$ cat config.mk
export PLATFORM = sky130hd
export DESIGN_NAME = speed_tick_gen
export DESIGN_NICKNAME = d
export VERILOG_FILES = /design/src/rtl/speed_tick_pkg.sv /design/src/rtl/speed_tick_gen_debounce_bit.sv /design/src/rtl/speed_tick_gen.sv
export SDC_FILE = /design/constraint.sdc
export NUM_CORES = 1
export LEC_CHECK = 0
export CORE_ASPECT_RATIO = 1.25
export CORE_MARGIN = 4
export CORE_UTILIZATION = 64
export CTS_BUF_LIST = sky130_fd_sc_hd__clkbuf_2 sky130_fd_sc_hd__clkbuf_4 sky130_fd_sc_hd__clkbuf_8
export CTS_CLUSTER_SIZE = 28
export DETAILED_ROUTE_END_ITERATION = 6
export MAX_ROUTING_LAYER = met4
export PLACE_DENSITY_LB_ADDON = 0.12
export SYNTH_ARGS = -nofsm -noshare
export SYNTH_HDL_FRONTEND = slang
export SYNTH_SLANG_ARGS = --single-unit
$ cat constraint.sdc
create_clock -name CLOCK_50 -period 6.9 [get_ports CLOCK_50]
set_input_delay 1.725 -clock CLOCK_50 [delete_from_list [all_inputs] [get_ports CLOCK_50]]
set_output_delay 1.725 -clock CLOCK_50 [all_outputs]
set_load 0.005 [all_outputs]
$ cat src/rtl/speed_tick_pkg.sv
// Shared constants and the period helper for the LED-bouncer speed tick generator.
package speed_tick_pkg;

  localparam int NUM_SW           = 10;
  localparam int LEVEL_W          = 4;
  localparam int MAX_LEVEL        = 10;
  localparam int PERIOD_UNITS_MAX = 11;
  localparam int PKG_CNT_W        = 24;

  // Level 0 is the slowest (11 units), level 10 the fastest (1 unit).
  function automatic logic [PKG_CNT_W-1:0] period_of(
    input logic [LEVEL_W-1:0]   level,
    input logic [PKG_CNT_W-1:0] base
  );
    logic [LEVEL_W-1:0] units;
    units = LEVEL_W'(PERIOD_UNITS_MAX) - level;
    return PKG_CNT_W'(units) * base;
  endfunction

endpackage

$ cat src/rtl/speed_tick_gen_debounce_bit.sv
// Two-flop synchroniser followed by a counting debouncer for one raw input bit.
module debounce_bit #(
  parameter int DEBOUNCE_CYCLES = 1000000,
  parameter int DB_W            = 20
) (
  input  logic CLOCK_50,
  input  logic RESET,
  input  logic din,
  output logic dout
);

  logic            sync1_q, sync2_q;
  logic            stored_q, stored_d;
  logic [DB_W-1:0] cnt_q, cnt_d;

  always_comb begin
    stored_d = stored_q;
    cnt_d    = '0;
    if (sync2_q != stored_q) begin
      // The input must differ for DEBOUNCE_CYCLES consecutive cycles before we accept it.
      if (cnt_q == DB_W'(DEBOUNCE_CYCLES - 1)) begin
        stored_d = ~stored_q;
      end else begin
        cnt_d = cnt_q + 1'b1;
      end
    end
  end

  always_ff @(posedge CLOCK_50) begin
    if (RESET) begin
      sync1_q  <= 1'b0;
      sync2_q  <= 1'b0;
      stored_q <= 1'b0;
      cnt_q    <= '0;
    end else begin
      sync1_q  <= din;
      sync2_q  <= sync1_q;
      stored_q <= stored_d;
      cnt_q    <= cnt_d;
    end
  end

  assign dout = stored_q;

endmodule

$ cat src/rtl/speed_tick_gen.sv
// Debounced speed switches -> priority level -> periodic one-cycle step strobe.
// Optional KEY[1] pause toggle is built when SPEED_TICK_GEN_PAUSE_EN is defined.
module speed_tick_gen
  import speed_tick_pkg::*;
#(
  parameter int BASE_PERIOD     = 1000000,
  parameter int DEBOUNCE_CYCLES = 1000000,
  parameter int CNT_W           = 24,
  parameter int DB_W            = 20
) (
  input  logic               CLOCK_50,
  input  logic               RESET,
  input  logic [NUM_SW-1:0]  SW,
  input  logic [1:0]         KEY,
  output logic               tick,
  output logic [LEVEL_W-1:0] level,
  output logic [NUM_SW-1:0]  sw_db
);

  logic [NUM_SW-1:0]  sw_db_w;
  logic [LEVEL_W-1:0] level_q, level_d;
  logic [CNT_W-1:0]   cnt_q, cnt_d;
  logic [CNT_W-1:0]   period_w;
  logic               tick_q, tick_d;
  logic               freeze_w;

  genvar gi;
  generate
    for (gi = 0; gi < NUM_SW; gi++) begin : g_sw_db
      debounce_bit #(
        .DEBOUNCE_CYCLES(DEBOUNCE_CYCLES),
        .DB_W           (DB_W)
      ) u_db (
        .CLOCK_50(CLOCK_50),
        .RESET   (RESET),
        .din     (SW[gi]),
        .dout    (sw_db_w[gi])
      );
    end
  endgenerate

`ifdef SPEED_TICK_GEN_PAUSE_EN
  logic key_db_w;
  logic key_prev_q;
  logic paused_q, paused_d;
  logic press_w;
  logic unused_key;

  assign unused_key = KEY[0];

  debounce_bit #(
    .DEBOUNCE_CYCLES(DEBOUNCE_CYCLES),
    .DB_W           (DB_W)
  ) u_key_db (
    .CLOCK_50(CLOCK_50),
    .RESET   (RESET),
    .din     (KEY[1]),
    .dout    (key_db_w)
  );

  // KEY is active-low, so a press is a debounced 1 -> 0 transition.
  always_comb begin
    press_w  = key_prev_q & ~key_db_w;
    paused_d = paused_q ^ press_w;
    freeze_w = paused_q | press_w;
  end

  always_ff @(posedge CLOCK_50) begin
    if (RESET) begin
      key_prev_q <= 1'b0;
      paused_q   <= 1'b0;
    end else begin
      key_prev_q <= key_db_w;
      paused_q   <= paused_d;
    end
  end
`else
  logic unused_key;
  assign unused_key = ^KEY;
  assign freeze_w   = 1'b0;
`endif

  // Lowest-index switch wins, so scan from the top and let later hits override.
  always_comb begin
    level_d = '0;
    for (int k = NUM_SW - 1; k >= 0; k--) begin
      if (sw_db_w[k]) level_d = LEVEL_W'(k + 1);
    end
  end

  assign period_w = CNT_W'(period_of(level_q, PKG_CNT_W'(BASE_PERIOD)));

  // A new, shorter period takes effect at once; an overshot count fires on the next edge.
  always_comb begin
    cnt_d  = cnt_q + 1'b1;
    tick_d = 1'b0;
    if (cnt_q >= period_w - 1'b1) begin
      cnt_d  = '0;
      tick_d = 1'b1;
    end
    if (freeze_w) begin
      cnt_d  = cnt_q;
      tick_d = 1'b0;
    end
  end

  always_ff @(posedge CLOCK_50) begin
    if (RESET) begin
      level_q <= '0;
      cnt_q   <= '0;
      tick_q  <= 1'b0;
    end else begin
      level_q <= level_d;
      cnt_q   <= cnt_d;
      tick_q  <= tick_d;
    end
  end

  assign tick  = tick_q;
  assign level = level_q;
  assign sw_db = sw_db_w;

endmodule

==> flow_summary.json <==
{
  "top_usage_layer": "met2",
  "cap_violations": 0,
  "ir_worst_vdd_mv": 0.1894,
  "synth_top_area_cell": "dfxtp_1",
  "routedWlPerCell_um": 12.27,
  "yosys_most_used_dff": "dfxtp_1",
  "slew-limit-headroom": 0.4308,
  "place_hpwl_mm": 13.95,
  "crit_path_start_kind": "flip-flop",
  "crit_path_max_fanout": 24,
  "clock-root-buffer": "clkbuf_8",
  "dieArea_mm2": 0.02097,
  "synthTopCellsByArea": "dfxtp_1 43%, xor2_1 10%, nor2_1 8.9%",
  "grt.met1_usage": 0.2574,
  "die_w_um": 130.3,
  "clockBufferDepth": 3,
  "whs_endpoint": "g_sw_db[4].u_db.sync2_q",
  "arrival_ns": 6.30,
  "die_h_um": 160.9,
  "synthesis.nets": 1433,
  "grt_pass1_vias": 8561,
  "overflow": 0,
  "synth_enable_flop_cells": 0,
  "cts_tree": "yes",
  "rr_worst_depth": 21,
  "dp.cells": 1580,
  "path_cells": "inv_1 > ha_1 > xor2_1 > xnor2_1 > inv_1 > fa_1 > inv_1 > ha_1 > a211oi_1 > o21ai_0 > nor2b_1 > o32ai_1 > nand3_1 > xor2_1 > ha_1 > nand4_1 > nor4_1 > nand4_1 > nand4_1 > or2_1 > nor2_1",
  "worst-path-buf-inv": 3,
  "outcome": "finished, final reports clean",
  "post_cts_buffers": 0,
  "skew_ns": 0.01659,
  "drive_above_1_share": 0.05952,
  "rsz0062_at_grt": "false",
  "fin_cells": 1656,
  "max_freq_mhz": 168.9,
  "worst_pin_slew_ns": 0.8537,
  "layout_common_cells": "285 x nor2_1, 259 x dfxtp_1, 139 x xor2_1",
  "slowest_delay_ns": 0.66,
  "total_leakage_power_nw": 4.540,
  "route.detailed.drc": 0,
  "synthArstFlopShare": 0,
  "crit_required_ns": 7.27,
  "fin_nets": 1460,
  "n_antenna_cell": 0,
  "syn_avg_cell_area_um2": 8.743,
  "place_ws_ns": 0.9472,
  "ant_nets": 0,
  "synth_top_cell_area_share": 0.4332,
  "area_delta_synth_final_pct": 9.847,
  "firstDrtPassIters": 5,
  "final_common_cell": "nor2_1",
  "syn_area_mm2": 0.01197,
  "crit_family": "simple AND/OR/NAND/NOR gates",
  "grtUsageTotal": 0.2067,
  "drt-initial-drc-count": 371,
  "path_class": "reg -> reg",
  "cts_hold_buf": 0,
  "fillerInstances": 1406,
  "vias": 8848,
  "syn_inst": 1369,
  "cts_made_buffers": 42,
  "clk_pin_slew_ns": 0.06,
  "ys_types": 48,
  "drv_slew": 0,
  "routed_wl_mm": 20.32,
  "use_met3": 0.04025,
  "hp-class": "reg -> reg",
  "synth_warnings": 0,
  "setup_violations": 0,
  "met2_usage": 0.3413,
  "io_pins": 29,
  "hold_viol": 0,
  "grt_pass1_wl_mm": 36.58,
  "ys_seq_area_frac": 0.4332,
  "grt_max_degree": 46,
  "clock_latency_ns": 0.54,
  "io_buffers": 26,
  "core_area_mm2": 0.01824,
  "hp-start": "g_sw_db[4].u_db.sync1_q",
  "start_util": 0.6563,
  "viasPerCell": 5.343,
  "synth-seq-cells": 259,
  "powerDensity_mw_per_mm2": 221.5,
  "multi_input_area_mm2": 0.006347,
  "hold_depth": 1,
  "cp-end-kind": "flip-flop",
  "layout_setup_ws_ns": 0.9777,
  "total_power_mw": 2.913,
  "cpMaxStageDelayCell": "or2_1",
  "clock_sinks": 259,
  "num_rows": 55,
  "regArea_mm2": 0.005185,
  "regToRegSetupSlack_ns": 0.98,
  "setup_tns_ns": 0,
  "fin_crit_ns": 5.922,
  "htreeDepth": 2,
  "routabilityCongestion": 0.8003,
  "antenna_found_initial": 0,
  "cts_resized": 0,
  "min_period_over_period": 0.8583,
  "r2r_start": "level[2]",
  "timing.rr.end": "cnt_q[2]"
}
state kept, by name, summed over array words and instances, names as in the netlist:
name / cells
g_sw_db.u_db.cnt_q: 200
cnt_q: 24
g_sw_db.u_db.dout: 10
g_sw_db.u_db.sync1_q: 10
g_sw_db.u_db.sync2_q: 10
level: 4
tick: 1
worst register-to-register path: cells and delay by family (launching register included):
family,cells,cell delay [ns]
xor gates and xnor gates,3,0.61
DFF,1,0.65
AOI/OAI and AO/OA,3,0.79
adders and majority gates,4,1.46
and+or+nand+nor,8,1.90
buffers and inverters,3,0.36
cells by family after synthesis:
family          synth area share
simple gates              0.2800
flops                     0.4332
xor+xnor                  0.1661
buf+inv                  0.03648
fa+ha+maj                0.05352
compound gates           0.02237
mux                     0.008363
per-layer routing:
layer / up-vias / wire length, µm
met3: 29 / 844
met5: - / 0
li1: 4626 / -
met1: 4098 / 9415
met2: 95 / 9770
met4: 0 / 295
cell type report:
class | count | share of cell area
well taps | 228 | 0.02170
clock buffers | 68 | 0.06500
multi-input cells | 1022 | 0.4828
inverters | 45 | 0.01285
flip-flops and latches | 259 | 0.3944
clock inverters | 8 | 0.003902
repair buffers | 26 | 0.01941
where the power goes:
part / internal (mW) / switching, mW
clock network: 0.788 / 0.581
registers: 1.50 / 0.00575
logic: 0.0131 / 0.0202
total: 2.31 / 0.607
Yosys cell counts, drive strengths merged, types with 27 or more instances:
| cell | instances |
|---|---|
| and3 | 40 |
| buf | 30 |
| dfxtp | 259 |
| ha | 48 |
| inv | 45 |
| nand2 | 86 |
| nand3 | 100 |
| nand4 | 43 |
| nor2 | 285 |
| nor2b | 27 |
| nor3 | 28 |
| xnor2 | 88 |
| xor2 | 139 |
how the worst max path moves through the flow:
stage               cells past startpoint         to      from  slack [ns]
finish                                 21   cnt_q[2]  level[2]        0.98
global route                           21   cnt_q[5]  level[2]        0.42
CTS                                    21  cnt_q[19]  level[2]        0.93
detailed placement                     21  cnt_q[19]  level[2]        0.95
global placement                       21   cnt_q[9]  level[2]        1.15
floorplan                              24  cnt_q[16]  level[2]        2.07
metrics by stage:
step	hold WS [ns]	instance area (µm²)	utilization
2_1_floorplan	0.4138	11970	-
3_3_place_gp	0.4189	12240	0.6713
3_5_place_dp	0.4311	12240	0.6713
4_1_cts	0.4432	13150	0.7210
5_1_grt	0.4469	13150	0.7210
6_report	0.4414	13150	0.7210
Note: power is estimated with default switching activity, not from simulation.
